`src/rtl/spart_mmio_bridge_pkg.sv`:
```
// Shared register offsets, status bit indices and FSM encodings for the SPART MMIO bridge.
package spart_mmio_bridge_pkg;

    localparam logic [31:0] DataOffset   = 32'h0000_0000;
    localparam logic [31:0] StatusOffset = 32'h0000_0004;

    localparam int unsigned StTxReady = 0;
    localparam int unsigned StRxValid = 1;
    localparam int unsigned ErrClrBit = 4;

    typedef enum logic [2:0] {
        TX_IDLE,
        TX_ISSUE,
        TX_WAIT_RDY,
        TX_WAIT_BUSY,
        TX_WAIT_DONE
    } tx_state_e;

    typedef enum logic [1:0] {
        R_IDLE,
        R_REQ,
        R_ACK
    } rx_state_e;

    function automatic logic [31:0] status_word(input logic err, input logic full,
                                                input logic empty, input logic [1:0] drv);
        return {27'b0, err, full, empty, drv};
    endfunction

endpackage

```
`src/rtl/spart_mmio_bridge_if.sv`:
```
// CPU/cache-side word bus into the SPART MMIO bridge; master = CPU, slave = bridge.
interface spart_mmio_bridge_if;

    logic [31:0] cpu_addr;
    logic        cpu_we;
    logic        cpu_re;
    logic [31:0] cpu_wdata;
    logic [31:0] cpu_rdata;
    logic        cpu_rvalid;
    logic        cpu_stall;

    modport master (
        output cpu_addr, cpu_we, cpu_re, cpu_wdata,
        input  cpu_rdata, cpu_rvalid, cpu_stall
    );

    modport slave (
        input  cpu_addr, cpu_we, cpu_re, cpu_wdata,
        output cpu_rdata, cpu_rvalid, cpu_stall
    );

endinterface

```
`src/rtl/spart_mmio_bridge_tx_fifo.sv`:
```
// Synchronous TX FIFO with wrap-bit pointers; head is the oldest word, valid when not empty.
module spart_mmio_bridge_tx_fifo #(
    parameter int unsigned DepthLog2 = 2,
    parameter int unsigned Width     = 32
) (
    input  logic             clk,
    input  logic             rst,
    input  logic             push,
    input  logic             pop,
    input  logic [Width-1:0] wdata,
    output logic [Width-1:0] head,
    output logic             full,
    output logic             empty
);

    localparam int unsigned Depth = 2 ** DepthLog2;
    localparam logic [DepthLog2:0] PtrOne = {{DepthLog2{1'b0}}, 1'b1};

    logic [DepthLog2:0] wr_ptr;
    logic [DepthLog2:0] rd_ptr;
    logic [Width-1:0]   mem [Depth];

    assign empty = (wr_ptr == rd_ptr);
    assign full  = (wr_ptr[DepthLog2] != rd_ptr[DepthLog2]) &&
                   (wr_ptr[DepthLog2-1:0] == rd_ptr[DepthLog2-1:0]);
    assign head  = mem[rd_ptr[DepthLog2-1:0]];

    always_ff @(posedge clk) begin
        if (rst) begin
            wr_ptr <= '0;
            rd_ptr <= '0;
        end else begin
            if (push && !full) begin
                wr_ptr <= wr_ptr + PtrOne;
            end
            if (pop && !empty) begin
                rd_ptr <= rd_ptr + PtrOne;
            end
        end
    end

    // Storage needs no reset: a word is only observable after it was pushed.
    always_ff @(posedge clk) begin
        if (push && !full) begin
            mem[wr_ptr[DepthLog2-1:0]] <= wdata;
        end
    end

endmodule

```
`src/rtl/spart_mmio_bridge.sv`:
```
// MMIO front end for the SPART driver: DATA/STATUS decode, TX FIFO drain and RX read requests.
// Optional watchdog on the TX handshake: define SPART_TX_TIMEOUT_EN.
module spart_mmio_bridge
    import spart_mmio_bridge_pkg::*;
#(
    parameter logic [31:0] BASE_ADDR      = 32'hFFFF_0000,
    parameter int unsigned TX_DEPTH_LOG2  = 2,
    parameter logic [15:0] TIMEOUT_CYCLES = 16'd50000
) (
    input  logic                clk,
    input  logic                rst,
    spart_mmio_bridge_if.slave  bus,
    output logic                spart_data_wren,
    output logic                spart_data_rden,
    output logic                clear_status_rd,
    output logic [31:0]         data_tx,
    input  logic [31:0]         data_rx,
    input  logic [31:0]         status_register,
    input  logic                data_rdy
);

    tx_state_e   tx_state;
    rx_state_e   rx_state;
    logic        rx_done;
    logic        err;
    logic        tmo_hit;

    logic        hit_data, hit_status;
    logic        fifo_push, fifo_pop, fifo_full, fifo_empty;
    logic [31:0] fifo_head;
    logic        tx_ready, rx_valid;
    logic        tx_blocks_rd, rx_idle, rx_start, rd_simple, err_clr, tx_go;
    logic        unused_status;

    assign unused_status = ^status_register[31:2];
    assign tx_ready      = status_register[StTxReady];
    assign rx_valid      = status_register[StRxValid];

    assign hit_data   = (bus.cpu_addr == BASE_ADDR + DataOffset);
    assign hit_status = (bus.cpu_addr == BASE_ADDR + StatusOffset);

    assign tx_blocks_rd = (tx_state == TX_ISSUE) || (tx_state == TX_WAIT_RDY);
    assign rx_idle      = (rx_state == R_IDLE);

    // rx_done marks the cycle where the held DATA read completes; it must not restart.
    assign bus.cpu_stall = (bus.cpu_re && hit_data && !rx_done &&
                            (tx_blocks_rd || !rx_idle || rx_valid)) ||
                           (bus.cpu_we && hit_data && fifo_full);

    assign rx_start  = bus.cpu_re && hit_data && !rx_done && !tx_blocks_rd && rx_idle && rx_valid;
    assign rd_simple = bus.cpu_re && !bus.cpu_stall && !rx_done;
    assign fifo_push = bus.cpu_we && hit_data && !fifo_full;
    assign err_clr   = bus.cpu_we && hit_status && bus.cpu_wdata[ErrClrBit];
    assign fifo_pop  = ((tx_state == TX_WAIT_DONE) && tx_ready) || tmo_hit;
    // A read starting this cycle wins so wren and rden never coincide.
    assign tx_go     = !fifo_empty && tx_ready && rx_idle && !rx_start;

    spart_mmio_bridge_tx_fifo #(
        .DepthLog2 (TX_DEPTH_LOG2),
        .Width     (32)
    ) u_tx_fifo (
        .clk   (clk),
        .rst   (rst),
        .push  (fifo_push),
        .pop   (fifo_pop),
        .wdata (bus.cpu_wdata),
        .head  (fifo_head),
        .full  (fifo_full),
        .empty (fifo_empty)
    );

`ifdef SPART_TX_TIMEOUT_EN
    logic [15:0] tmo_cnt;
    logic        tx_waiting, tx_advance;

    assign tx_waiting = (tx_state == TX_WAIT_RDY) || (tx_state == TX_WAIT_BUSY) ||
                        (tx_state == TX_WAIT_DONE);
    assign tmo_hit    = tx_waiting && (tmo_cnt == TIMEOUT_CYCLES);
    assign tx_advance = tmo_hit ||
                        ((tx_state == TX_WAIT_RDY) && data_rdy) ||
                        ((tx_state == TX_WAIT_BUSY) && !tx_ready) ||
                        ((tx_state == TX_WAIT_DONE) && tx_ready);

    always_ff @(posedge clk) begin
        if (rst) begin
            tmo_cnt <= '0;
            err     <= 1'b0;
        end else begin
            tmo_cnt <= (tx_waiting && !tx_advance) ? tmo_cnt + 16'd1 : 16'd0;
            if (tmo_hit) begin
                err <= 1'b1;
            end else if (err_clr) begin
                err <= 1'b0;
            end
        end
    end
`else
    logic [16:0] unused_cfg;

    assign unused_cfg = {TIMEOUT_CYCLES, err_clr};
    assign tmo_hit    = 1'b0;
    assign err        = 1'b0;
`endif

    always_ff @(posedge clk) begin
        if (rst) begin
            tx_state        <= TX_IDLE;
            spart_data_wren <= 1'b0;
            data_tx         <= '0;
        end else begin
            spart_data_wren <= 1'b0;
            case (tx_state)
                TX_IDLE: begin
                    if (tx_go) begin
                        tx_state        <= TX_ISSUE;
                        spart_data_wren <= 1'b1;
                        data_tx         <= fifo_head;
                    end
                end
                TX_ISSUE:     tx_state <= TX_WAIT_RDY;
                TX_WAIT_RDY: begin
                    if (tmo_hit)       tx_state <= TX_IDLE;
                    else if (data_rdy) tx_state <= TX_WAIT_BUSY;
                end
                TX_WAIT_BUSY: begin
                    if (tmo_hit)        tx_state <= TX_IDLE;
                    else if (!tx_ready) tx_state <= TX_WAIT_DONE;
                end
                TX_WAIT_DONE: begin
                    if (tmo_hit || tx_ready) tx_state <= TX_IDLE;
                end
                default:      tx_state <= TX_IDLE;
            endcase
        end
    end

    always_ff @(posedge clk) begin
        if (rst) begin
            rx_state        <= R_IDLE;
            spart_data_rden <= 1'b0;
            clear_status_rd <= 1'b0;
            bus.cpu_rdata   <= '0;
            bus.cpu_rvalid  <= 1'b0;
            rx_done         <= 1'b0;
        end else begin
            spart_data_rden <= 1'b0;
            clear_status_rd <= 1'b0;
            bus.cpu_rvalid  <= 1'b0;
            rx_done         <= 1'b0;
            case (rx_state)
                R_IDLE: begin
                    if (rx_start) begin
                        rx_state        <= R_REQ;
                        spart_data_rden <= 1'b1;
                        clear_status_rd <= 1'b1;
                    end else if (rd_simple) begin
                        bus.cpu_rvalid <= 1'b1;
                        bus.cpu_rdata  <= hit_status ?
                            status_word(err, fifo_full, fifo_empty, status_register[1:0]) : '0;
                    end
                end
                R_REQ: begin
                    bus.cpu_rdata <= data_rx;
                    rx_state      <= R_ACK;
                end
                R_ACK: begin
                    if (data_rdy) begin
                        bus.cpu_rvalid <= 1'b1;
                        rx_done        <= 1'b1;
                        rx_state       <= R_IDLE;
                    end
                end
                default: rx_state <= R_IDLE;
            endcase
        end
    end

endmodule

```
`src/flat_wrapper.sv`:
```
// flat-port wrapper written by rule: the top's interface ports become plain ports
module spart_mmio_bridge_flat import spart_mmio_bridge_pkg::*;
#(
    parameter logic [31:0] BASE_ADDR      = 32'hFFFF_0000,
    parameter int unsigned TX_DEPTH_LOG2  = 2,
    parameter logic [15:0] TIMEOUT_CYCLES = 16'd50000
)
  (clk, rst, spart_data_wren, spart_data_rden, clear_status_rd, data_tx, data_rx, status_register, data_rdy, bus_cpu_addr, bus_cpu_we, bus_cpu_re, bus_cpu_wdata, bus_cpu_rdata, bus_cpu_rvalid, bus_cpu_stall);
  spart_mmio_bridge_if bus_i ();
  input  logic clk;
  input  logic rst;
  output logic spart_data_wren;
  output logic spart_data_rden;
  output logic clear_status_rd;
  output logic [31:0] data_tx;
  input  logic [31:0] data_rx;
  input  logic [31:0] status_register;
  input  logic data_rdy;
  input wire logic [$bits(bus_i.cpu_addr)-1:0] bus_cpu_addr;
  input wire logic [$bits(bus_i.cpu_we)-1:0] bus_cpu_we;
  input wire logic [$bits(bus_i.cpu_re)-1:0] bus_cpu_re;
  input wire logic [$bits(bus_i.cpu_wdata)-1:0] bus_cpu_wdata;
  output wire logic [$bits(bus_i.cpu_rdata)-1:0] bus_cpu_rdata;
  output wire logic [$bits(bus_i.cpu_rvalid)-1:0] bus_cpu_rvalid;
  output wire logic [$bits(bus_i.cpu_stall)-1:0] bus_cpu_stall;
  assign bus_i.cpu_addr = bus_cpu_addr;
  assign bus_i.cpu_we = bus_cpu_we;
  assign bus_i.cpu_re = bus_cpu_re;
  assign bus_i.cpu_wdata = bus_cpu_wdata;
  assign bus_cpu_rdata = bus_i.cpu_rdata;
  assign bus_cpu_rvalid = bus_i.cpu_rvalid;
  assign bus_cpu_stall = bus_i.cpu_stall;
  spart_mmio_bridge #(.BASE_ADDR(BASE_ADDR), .TX_DEPTH_LOG2(TX_DEPTH_LOG2), .TIMEOUT_CYCLES(TIMEOUT_CYCLES)) u_core (.clk(clk), .rst(rst), .bus(bus_i), .spart_data_wren(spart_data_wren), .spart_data_rden(spart_data_rden), .clear_status_rd(clear_status_rd), .data_tx(data_tx), .data_rx(data_rx), .status_register(status_register), .data_rdy(data_rdy));
endmodule
```
`config.mk`:
```
export PLATFORM = sky130hd
export DESIGN_NAME = spart_mmio_bridge_flat
export DESIGN_NICKNAME = d
export VERILOG_FILES = /design/src/rtl/spart_mmio_bridge_pkg.sv /design/src/rtl/spart_mmio_bridge_if.sv /design/src/rtl/spart_mmio_bridge_tx_fifo.sv /design/src/rtl/spart_mmio_bridge.sv /design/src/flat_wrapper.sv
export SDC_FILE = /design/constraint.sdc
export NUM_CORES = 1
export LEC_CHECK = 0
export BUFFER_PORTS_ARGS = -buffer_cell sky130_fd_sc_hd__buf_2
export CAP_MARGIN = 25
export CORE_MARGIN = 2
export CORE_UTILIZATION = 47
export DETAILED_ROUTE_END_ITERATION = 16
export PLACE_DENSITY = 0.75
export SETUP_SLACK_MARGIN = 0.02
export SYNTH_ARGS = -nofsm -noshare
export SYNTH_HDL_FRONTEND = slang
export SYNTH_SLANG_ARGS = --single-unit
```
`constraint.sdc`:
```
create_clock -name clk -period 2.4 [get_ports clk]
set_input_delay 0.12 -clock clk [delete_from_list [all_inputs] [get_ports clk]]
set_output_delay 0.12 -clock clk [all_outputs]
set_load 0.05 [all_outputs]
```
==> results.cfg, run 1 <==
[pwr]
p_seq_share_pct = 50.4
p_int_w = 0.00607
p_comb_share_pct = 3.5
p_sw_w = 0.00142
ir_drop_v = 0.000598
p_clk_share_pct = 46.1
swShare_pct = 19.0
leakage_nw = 3.94
power.density_nw_per_um2 = 720
totalPowerFinal_w = 0.00749

[yosys]
synth_cells = 511
synthTopCellsByCount = 128 x edfxtp_1, 79 x dfxtp_1, 38 x nand3_1
synth-simple-area-share_pct = 6.83
async_flop_share_pct = 0
ys_ff_latch = 207
yosysUniqueCellTypes = 46
synth_compound_area_share_pct = 9.82
synth_edf_count = 128
avgSynthCellArea_um2 = 15.3
syn_area_um2 = 7800
synth_top_area_share_pct = 49.3
ys_top_cells_by_area = edfxtp_1 49%, dfxtp_1 20%, mux4_2 9.2%
yosysWarnings = 0
synthMostInstantiatedCell = edfxtp_1
syn-num-nets = 649
synthXorXnorAreaFrac_pct = 1.22
synth_ff_type = edfxtp_1
synth-adder-area-share_pct = 0.802
seq_area_frac_synth_pct = 69.5
synthMuxAreaShare_pct = 9.49
synth_top_area_cell = edfxtp_1
synth_top_family_by_area = compound AO/OA/AOI/OAI gates

[die]
core_um2 = 16400
pin_count = 202
die_w_um = 133
dieHeight_um = 133
die_area_um2 = 17600
start_util_pct = 47.5
num_rows = 47

[sta]
hold_ws_ps = 21.3
timing.fmax_mhz = 458
tightest_slew_ps = 678
setup_tns_ps = 0
fin_crit_sh_pct = 90.9
hold_viol = 0
relSlewSlack_pct = 54.8
setup_viol = 0
fin_skew_ps = 9.25
fin_crit_ps = 2180
rsz0062_at_grt = no
slew_violations = 0

[drt]
wl_per_cell_um = 18.9
drt_first_pass_iters = 5
ant_nets = 0
vias = 5434
drt_iter0_markers = 298
wl_um = 18700
drc = 0
vias_per_cell = 5.49

[worst_setup_path]
worst_setup_path_end_kind = flop
r2r_slack_ps = 220
crit_arrival_ps = 2610
critPathBufInv = 1
cp_cell_sequence = xnor2_2 -> nand4_1 -> a2111o_1 -> a21oi_4 -> buf_6 -> a22o_1
cp_max_fo = 28
cp_slowest_cell = a2111o_1
slowest_delay_ps = 590
crit_type = reg2reg
crit_family = compound AO/OA/AOI/OAI gates
crit_path_start_kind = flop
crit_required_ps = 2830

[finish]
area_growth_syn_to_layout_pct = 33.4
area.sequential_um2 = 5430
multi_input_area_um2 = 2220
nFillCells = 1160
fin_util_pct = 63.4
nets = 891
drive_above_1_share_pct = 34.9
antenna_cells = 0

[status]
outcome = complete, no violations

[clock_tree]
path_clk_slew_ps = 60
insertion_delay_ps = 490
cts_root_buf = clkbuf_16
cts_buffers = 22
h-tree-depth = 1
cts_buffer_depth = 3
clock-sinks = 207
cts_tree = yes

[global_route]
grt.total_usage_pct = 21.3
grt_max_degree = 35
gr-total-overflow = 0
grt_pass1_vias = 5779
antenna_found_initial = 0
grt_pass1_wl_um = 30000

[placement]
dpl.hpwl_um = 11400
portBuffers = 171
gp_congestion = 0.901

[flow_run]
drv_cap = 0

[min_path]
min_path_type = in2reg
area by class of cell:
cell class	instances	share of cell area [%]
clock buffer	36	6.54
clock inverter	4	0.685
inverter	6	0.216
timing repair buffer	252	16.5
tap	220	2.64
sequential	207	52.1
multi-input combinational	264	21.3
cells by family (layout without fill, tap and decap cells):
group,Yosys count,in the layout
AO/OA/AOI/OAI,116,116
XOR/XNOR,10,10
adder cells (fa/ha/maj),5,5
buffers and inverters,40,298
flip-flops,207,207
multiplexers,34,34
AND/OR/NAND/NOR,99,99
final timing paths:
| kind | depth (start not counted) | end | start |
|---|---|---|---|
| setup / recovery | 6 | u_core.bus.cpu_rdata[27]$_SDFFE_PP0P_ | u_core.u_tx_fifo.wr_ptr[0]$_SDFFE_PP0P_ |
| hold / removal | 3 | u_core.bus.cpu_rdata[1]$_SDFFE_PP0P_ | data_rx[1] |
| setup reg to reg | 6 | u_core.bus.cpu_rdata[27]$_SDFFE_PP0P_ | u_core.u_tx_fifo.wr_ptr[0]$_SDFFE_PP0P_ |
| hold reg to reg | 2 | u_core.data_tx[9]$_SDFFE_PP0P_ | u_core.data_tx[9]$_SDFFE_PP0P_ |
flip-flops by register name (all words and copies together) (netlist names), 2 cells and up:
register / flops
u_core.bus.cpu_rdata: 32
u_core.data_tx: 32
u_core.rx_state: 2
u_core.tx_state: 3
u_core.u_tx_fifo.mem: 128
u_core.u_tx_fifo.rd_ptr: 3
u_core.u_tx_fifo.wr_ptr: 3
power groups by stage:
stage / clock (W) / sequential [W] / combinational, W
floorplan: 0 / 0.00387 / 0.0000412
detailed placement: 0 / 0.00385 / 0.000177
global route: 0.00367 / 0.00377 / 0.000284
CTS: 0.00352 / 0.00377 / 0.000260
finish: 0.00345 / 0.00378 / 0.000264
global placement: 0 / 0.00385 / 0.000166
what timing repair did:
action	in CTS	in global routing
buffers inserted	0	0
resized for setup	0	2
hold buffers	63	0
endpoints found under the hold margin	162	0
setup endpoints to repair	0	28
tightest hold or removal path: cells and delay by family:
| family | cells | cell delay (ps) |
|---|---|---|
| buf+inv | 1 | 70 |
| simple gates | 1 | 120 |
| compound gates | 1 | 170 |
cell usage in the layout (no fill, tap or decap), types with 6 or more instances in the layout:
cell type	netlist	final
clkbuf_16	0	25
inv_1	6	6
edfxtp_1	128	128
o21ai_0	33	33
nor2_1	15	15
nand3_1	38	38
nand4_1	7	7
nor3_1	7	6
buf_4	1	10
clkbuf_1	24	9
a22o_1	28	28
a21oi_1	34	34
nand2_1	6	6
dlygate4sd3_1	0	63
buf_2	2	171
mux4_2	32	32
dfxtp_1	79	77
buf_12	0	7
through the flow:
step | area, µm² | setup slack (ps) | std cells
2_1_floorplan | 7810 | 215 | 511
3_3_place_gp | 9020 | 282 | 886
3_5_place_dp | 9020 | 144 | 886
4_1_cts | 10400 | 116 | 989
5_1_grt | 10400 | 69.3 | 989
6_report | 10400 | 218 | 989
routing by layer:
layer	wire (µm)	up-vias	track usage, %	share of wire [%]
met5	0	-	0	0
met4	406	0	5.85	2.2
met3	1350	40	4.18	7.2
met2	9250	221	37.7	49
met1	7700	2678	26.8	41
li1	-	2495	-	-
(Power assumes the default switching activity.)
==> inputs of run 2 (changes only) <==
- ABC_AREA: default -> 1
- CORE_UTILIZATION: 47 -> 48
- PLACE_DENSITY: 0.75 -> 0.76
==> run 2 against run 1 <==
  * Non-clock buffer count down 2
  * Final area rose by 4.4%
  * First-iteration DRC count is 12% lower
  * Highest routed layer unchanged
==> results.cfg, run 2 <==
[worst_setup_path]
crit_required_ps = 2830
reg2reg_depth = 10
crit_type = reg2reg
crit_path_start_kind = flop
worst_setup_path_end_kind = flop
r2r_slack_ps = 290
r2r-start = u_core.tx_state[1]$_SDFFE_PP0P_
timing.rr.end = u_core.data_tx[8]$_SDFFE_PP0P_
crit_arrival_ps = 2540
cp_max_fo = 32

[die]
core_um2 = 17300
die_area_um2 = 18700
dieHeight_um = 137
die_w_um = 137
num_rows = 48
start_util_pct = 49.0
pin_count = 202

[pwr]
p_seq_share_pct = 49.2
power.density_nw_per_um2 = 718
p_comb_share_pct = 7.6
p_sw_w = 0.00172
leakage_nw = 4.31
p_int_w = 0.00609
swShare_pct = 22.0
p_clk_share_pct = 43.3
ir_drop_v = 0.000813

[clock_tree]
h-tree-depth = 1
cts_root_buf = clkbuf_16
path_clk_slew_ps = 60
clock-sinks = 207
insertion_delay_ps = 510
cts_buffers = 22
cts_buffer_depth = 3
cts_tree = yes

[status]
outcome = complete, no violations

[yosys]
async_flop_share_pct = 0
synthTopCellsByCount = 141 x nand2_1, 128 x edfxtp_1, 127 x nor2_1
synth_ff_type = edfxtp_1
synthMostInstantiatedCell = nand2_1
avgSynthCellArea_um2 = 10.3
ys_ff_latch = 207
synth_top_area_cell = edfxtp_1
syn-num-nets = 964
yosysWarnings = 0
ys_top_cells_by_area = edfxtp_1 45%, dfxtp_1 19%, nand2_1 6.2%
synth_top_area_share_pct = 45.3
seq_area_frac_synth_pct = 64.0
synth_edf_count = 128
synth_cells = 826
syn_area_um2 = 8480
yosysUniqueCellTypes = 37

[sta]
fin_skew_ps = 15.3
relSlewSlack_pct = 52.4
tightest_slew_ps = 714
fin_crit_ps = 2110
hold_viol = 0
rsz0062_at_grt = no
slew_violations = 0
timing.fmax_mhz = 475
fin_crit_sh_pct = 87.8
setup_tns_ps = 0
hold_ws_ps = 53.6
setup_viol = 0

[global_route]
antenna_found_initial = 0
gr-total-overflow = 0
grt_max_degree = 67
grt.total_usage_pct = 21.0
grt_pass1_wl_um = 31100
grt_pass1_vias = 6376

[finish]
layout_common_cells = 171 x buf_2, 141 x nand2_1, 128 x edfxtp_1, 124 x nor2_1, 78 x dfxtp_1
nFillCells = 1395
largest_reg_flops = 128
fin_util_pct = 62.9
stdcell_count = 1288
drive_above_1_share_pct = 27.0
area.sequential_um2 = 5430
area_growth_syn_to_layout_pct = 28.2
antenna_cells = 0
nets = 1187
final_common_cell = buf_2
multi_input_area_um2 = 2680

[min_path]
whs_path_depth = 7
holdCritStartpoint = data_rx[0]
hold_end = u_core.bus.cpu_rdata[0]$_SDFFE_PP0P_
min_path_type = in2reg

[drt]
drc = 0
vias = 6713
wl_um = 20500
drt_iter0_markers = 261
ant_nets = 0
wl_per_cell_um = 15.9
vias_per_cell = 5.21
drt_first_pass_iters = 6

[placement]
gp_congestion = 0.774
portBuffers = 171
dp_cells = 1187
dpl.hpwl_um = 11600

[flow_run]
drv_cap = 0
-- run 2: power groups by stage --
stage	logic (W)	registers (W)	clock network (W)
floorplan	0.000239	0.00401	0
global placement	0.000487	0.00391	0
detailed placement	0.000499	0.00391	0
CTS	0.000583	0.00384	0.00345
global route	0.000647	0.00384	0.00358
finish	0.000591	0.00384	0.00338
-- run 2: repair_timing --
| item | CTS | global route |
|---|---|---|
| hold endpoints to repair | 160 | 0 |
| gates resized for setup | 0 | 0 |
| hold buffers | 63 | 0 |
| buffers inserted | 0 | 0 |
-- run 2: stage by stage --
stage	cell area, µm²	total power, W	setup slack (ps)
final	10900	0.00781	293
after global routing	10900	0.00807	80.6
after CTS	10900	0.00787	256
after detailed placement	9520	0.00441	321
after global placement	9520	0.00440	403
after floorplan	8480	0.00425	-353
-- run 2: layout make-up --
cell class,count,area share [%]
clock inverters,10,1.30
well taps,225,2.59
repair buffers,250,15.1
inverters,30,1.07
multi-input cells,538,24.6
clock buffers,28,5.36
flip-flops and latches,207,49.9
-- run 2: cells by family after synthesis --
family | after synthesis | synth area share, %
buf+inv | 81 | 4.75
flops | 207 | 64.0
compound gates | 178 | 12.4
xor+xnor | 4 | 0.413
fa+ha+maj | 5 | 0.738
simple gates | 351 | 17.7
-- run 2: how the worst max path moves through the flow --
stage	to	depth (start not counted)	slack [ps]	start
2_1_floorplan	u_core.u_tx_fifo.mem[0][0]$_DFFE_PP_	5	-350	u_core.u_tx_fifo.rd_ptr[1]$_SDFFE_PP0P_
3_3_place_gp	u_core.data_tx[28]$_SDFFE_PP0P_	10	400	u_core.tx_state[1]$_SDFFE_PP0P_
3_5_place_dp	u_core.data_tx[28]$_SDFFE_PP0P_	10	320	u_core.tx_state[1]$_SDFFE_PP0P_
4_1_cts	u_core.data_tx[8]$_SDFFE_PP0P_	10	260	u_core.tx_state[1]$_SDFFE_PP0P_
5_1_grt	u_core.data_tx[8]$_SDFFE_PP0P_	10	80	u_core.tx_state[1]$_SDFFE_PP0P_
6_report	u_core.data_tx[8]$_SDFFE_PP0P_	10	290	u_core.tx_state[1]$_SDFFE_PP0P_
-- run 2: metal layers --
layer | track usage (%) | up-vias | routed length [µm]
li1 | - | 3283 | -
met1 | 25.1 | 3132 | 8360
met2 | 38.8 | 265 | 10300
met3 | 3.89 | 33 | 1510
met4 | 5.21 | 0 | 339
met5 | 0 | - | 0
-- run 2: critical path: stages, from the launching register on --
cell and delay [ps]:
dfxtp_1 360, inv_2 40, nand2_1 120, nand3_1 130, nand2_1 100, nor2_2 40, nand3_2 120, nand4_4 270
inv_4 510, nand2_1 170, a21oi_2 140
==> inputs of run 3 (changes only) <==
- HOLD_SLACK_MARGIN: default -> 0.15
==> run 3 against run 2 <==
  * First-iteration DRC count did not move
  * Register-to-register slack barely moved
  * Total power rose by 0.13%
  * Critical path depth rose by 1
  * Global-route usage rose by 0.15 points
  * Largest cell class unchanged
  * Largest power group unchanged
==> results.cfg, run 3 (synthesis results as in run 2) <==
[worst_setup_path]
crit_required_ps = 2790
crit_path_start_kind = flop
crit_type = reg2reg
cp_max_fo = 35
critPathBufInv = 5
cp_cell_sequence = inv_1 -> nor2_2 -> buf_6 -> inv_1 -> nand3_1 -> nand2_1 -> dlygate4sd3_1 -> inv_1 -> nand3_1 -> nand2_1 -> nor2_1
slowest_delay_ps = 550
worst_setup_path_end_kind = flop
crit_family = buffers and inverters
crit_arrival_ps = 2500
cp_slowest_cell = dlygate4sd3_1
cpMostUsedCell = inv_1

[global_route]
gr-total-overflow = 0
grt_pass1_vias = 6391
grt_max_degree = 67
grt_pass1_wl_um = 31400
antenna_found_initial = 0
grt.total_usage_pct = 21.1

[drt]
wl_per_cell_um = 15.9
vias = 6740
wl_um = 20600
ant_nets = 0
drt_iter0_markers = 261
drt_first_pass_iters = 5
drc = 0
vias_per_cell = 5.20

[sta]
relSlewSlack_pct = 52.1
hold_viol = 0
fin_skew_ps = 17.5
timing.fmax_mhz = 473
setup_viol = 0
tightest_slew_ps = 718
fin_crit_sh_pct = 88.1
slew_violations = 0
rsz0062_at_grt = no
fin_crit_ps = 2110

[placement]
dpl.hpwl_um = 11600
gp_congestion = 0.774
placement.cell_area_um2 = 9520
portBuffers = 171

[clock_tree]
cts_root_buf = clkbuf_16
cts_buffer_depth = 3
clock-sinks = 207
cts_buffers = 22
cts_tree = yes
h-tree-depth = 1
cts_setup_buffers = 0
path_clk_slew_ps = 60
insertion_delay_ps = 510

[pwr]
totalPowerFinal_w = 0.00782
power.density_nw_per_um2 = 714
ir_drop_v = 0.000811
leakage_nw = 4.34

[finish]
nets = 1195
area_growth_syn_to_layout_pct = 29.2
nFillCells = 1382
largest_reg_flops = 128
layout_common_cells = 171 x buf_2, 141 x nand2_1, 128 x edfxtp_1, 124 x nor2_1, 78 x dfxtp_1
final_area_um2 = 11000
drive_above_1_share_pct = 26.8
antenna_cells = 0
final_common_cell = buf_2

[die]
die_w_um = 137
dieHeight_um = 137
start_util_pct = 49.0
die_area_um2 = 18700
pin_count = 202
core_um2 = 17300
num_rows = 48

[status]
outcome = complete, no violations

[min_path]
min_path_type = in2reg

[flow_run]
drv_cap = 0
run 3: cell count changes in the layout (fill, tap and decap cells not counted), sizes merged:
cell / delta
dlygate4sd3: +8
run 3: power breakdown:
group          internal [W]  leakage [nW]  switching [W]
Clock               0.00205         0.353        0.00133
Sequential          0.00381          1.79      0.0000258
Combinational      0.000233          2.20       0.000366
run 3: repair_timing:
item	4_1_cts	5_1_grt
endpoints found under the setup margin	0	1
gates resized for setup	0	1
hold buffers	71	0
endpoints found under the hold margin	168	0
run 3: worst paths after layout:
path                                   start                              endpoint  slack (ps)  cells past startpoint
min reg2reg  u_core.data_tx[24]$_SDFFE_PP0P_       u_core.data_tx[24]$_SDFFE_PP0P_         470                      2
min                                      rst       u_core.tx_state[1]$_SDFFE_PP0P_         190                      4
max reg2reg  u_core.rx_state[0]$_SDFFE_PP0P_  u_core.bus.cpu_rdata[1]$_SDFFE_PP0P_         290                     11
max          u_core.rx_state[0]$_SDFFE_PP0P_  u_core.bus.cpu_rdata[1]$_SDFFE_PP0P_         290                     11
run 3: layer usage:
metal | GRT usage (%) | routed length, µm | vias to the layer above | share of wire, %
met5 | 0 | 0 | - | 0
met3 | 3.85 | 1450 | 37 | 7.0
li1 | - | - | 3307 | -
met1 | 25.3 | 8520 | 3152 | 41
met4 | 5.56 | 367 | 0 | 1.8
met2 | 38.9 | 10300 | 244 | 50
run 3: layout make-up:
type	count	area [µm²]	area share, %
Sequential cell	207	5430	49.5
Inverter	30	116	1.06
Clock inverter	10	141	1.29
Multi-Input combinational cell	538	2680	24.5
Clock buffer	28	583	5.32
Timing Repair Buffer	258	1730	15.8
Tap cell	225	282	2.57
run 3: stage by stage:
| step | worst slack [ps] | std cells | util (%) | hold slack, ps | setup TNS, ps |
|---|---|---|---|---|---|
| floorplan | -353 | 826 | - | 219 | -33850 |
| global placement | 403 | 1187 | 55.0 | 333 | 0 |
| detailed placement | 321 | 1187 | 55.0 | 336 | 0 |
| CTS | 227 | 1296 | 63.3 | 159 | 0 |
| global route | 44.0 | 1296 | 63.3 | 193 | 0 |
| finish | 286 | 1296 | 63.3 | 188 | 0 |
run 3: worst register-to-register path, cell delays in order, from the launching register on:
cell           delay (ps)
dfxtp_1               450
inv_1                 100
nor2_2                100
buf_6                 260
inv_1                 110
nand3_1                90
nand2_1                50
dlygate4sd3_1         550
inv_1                  50
nand3_1                80
nand2_1               110
nor2_1                 50
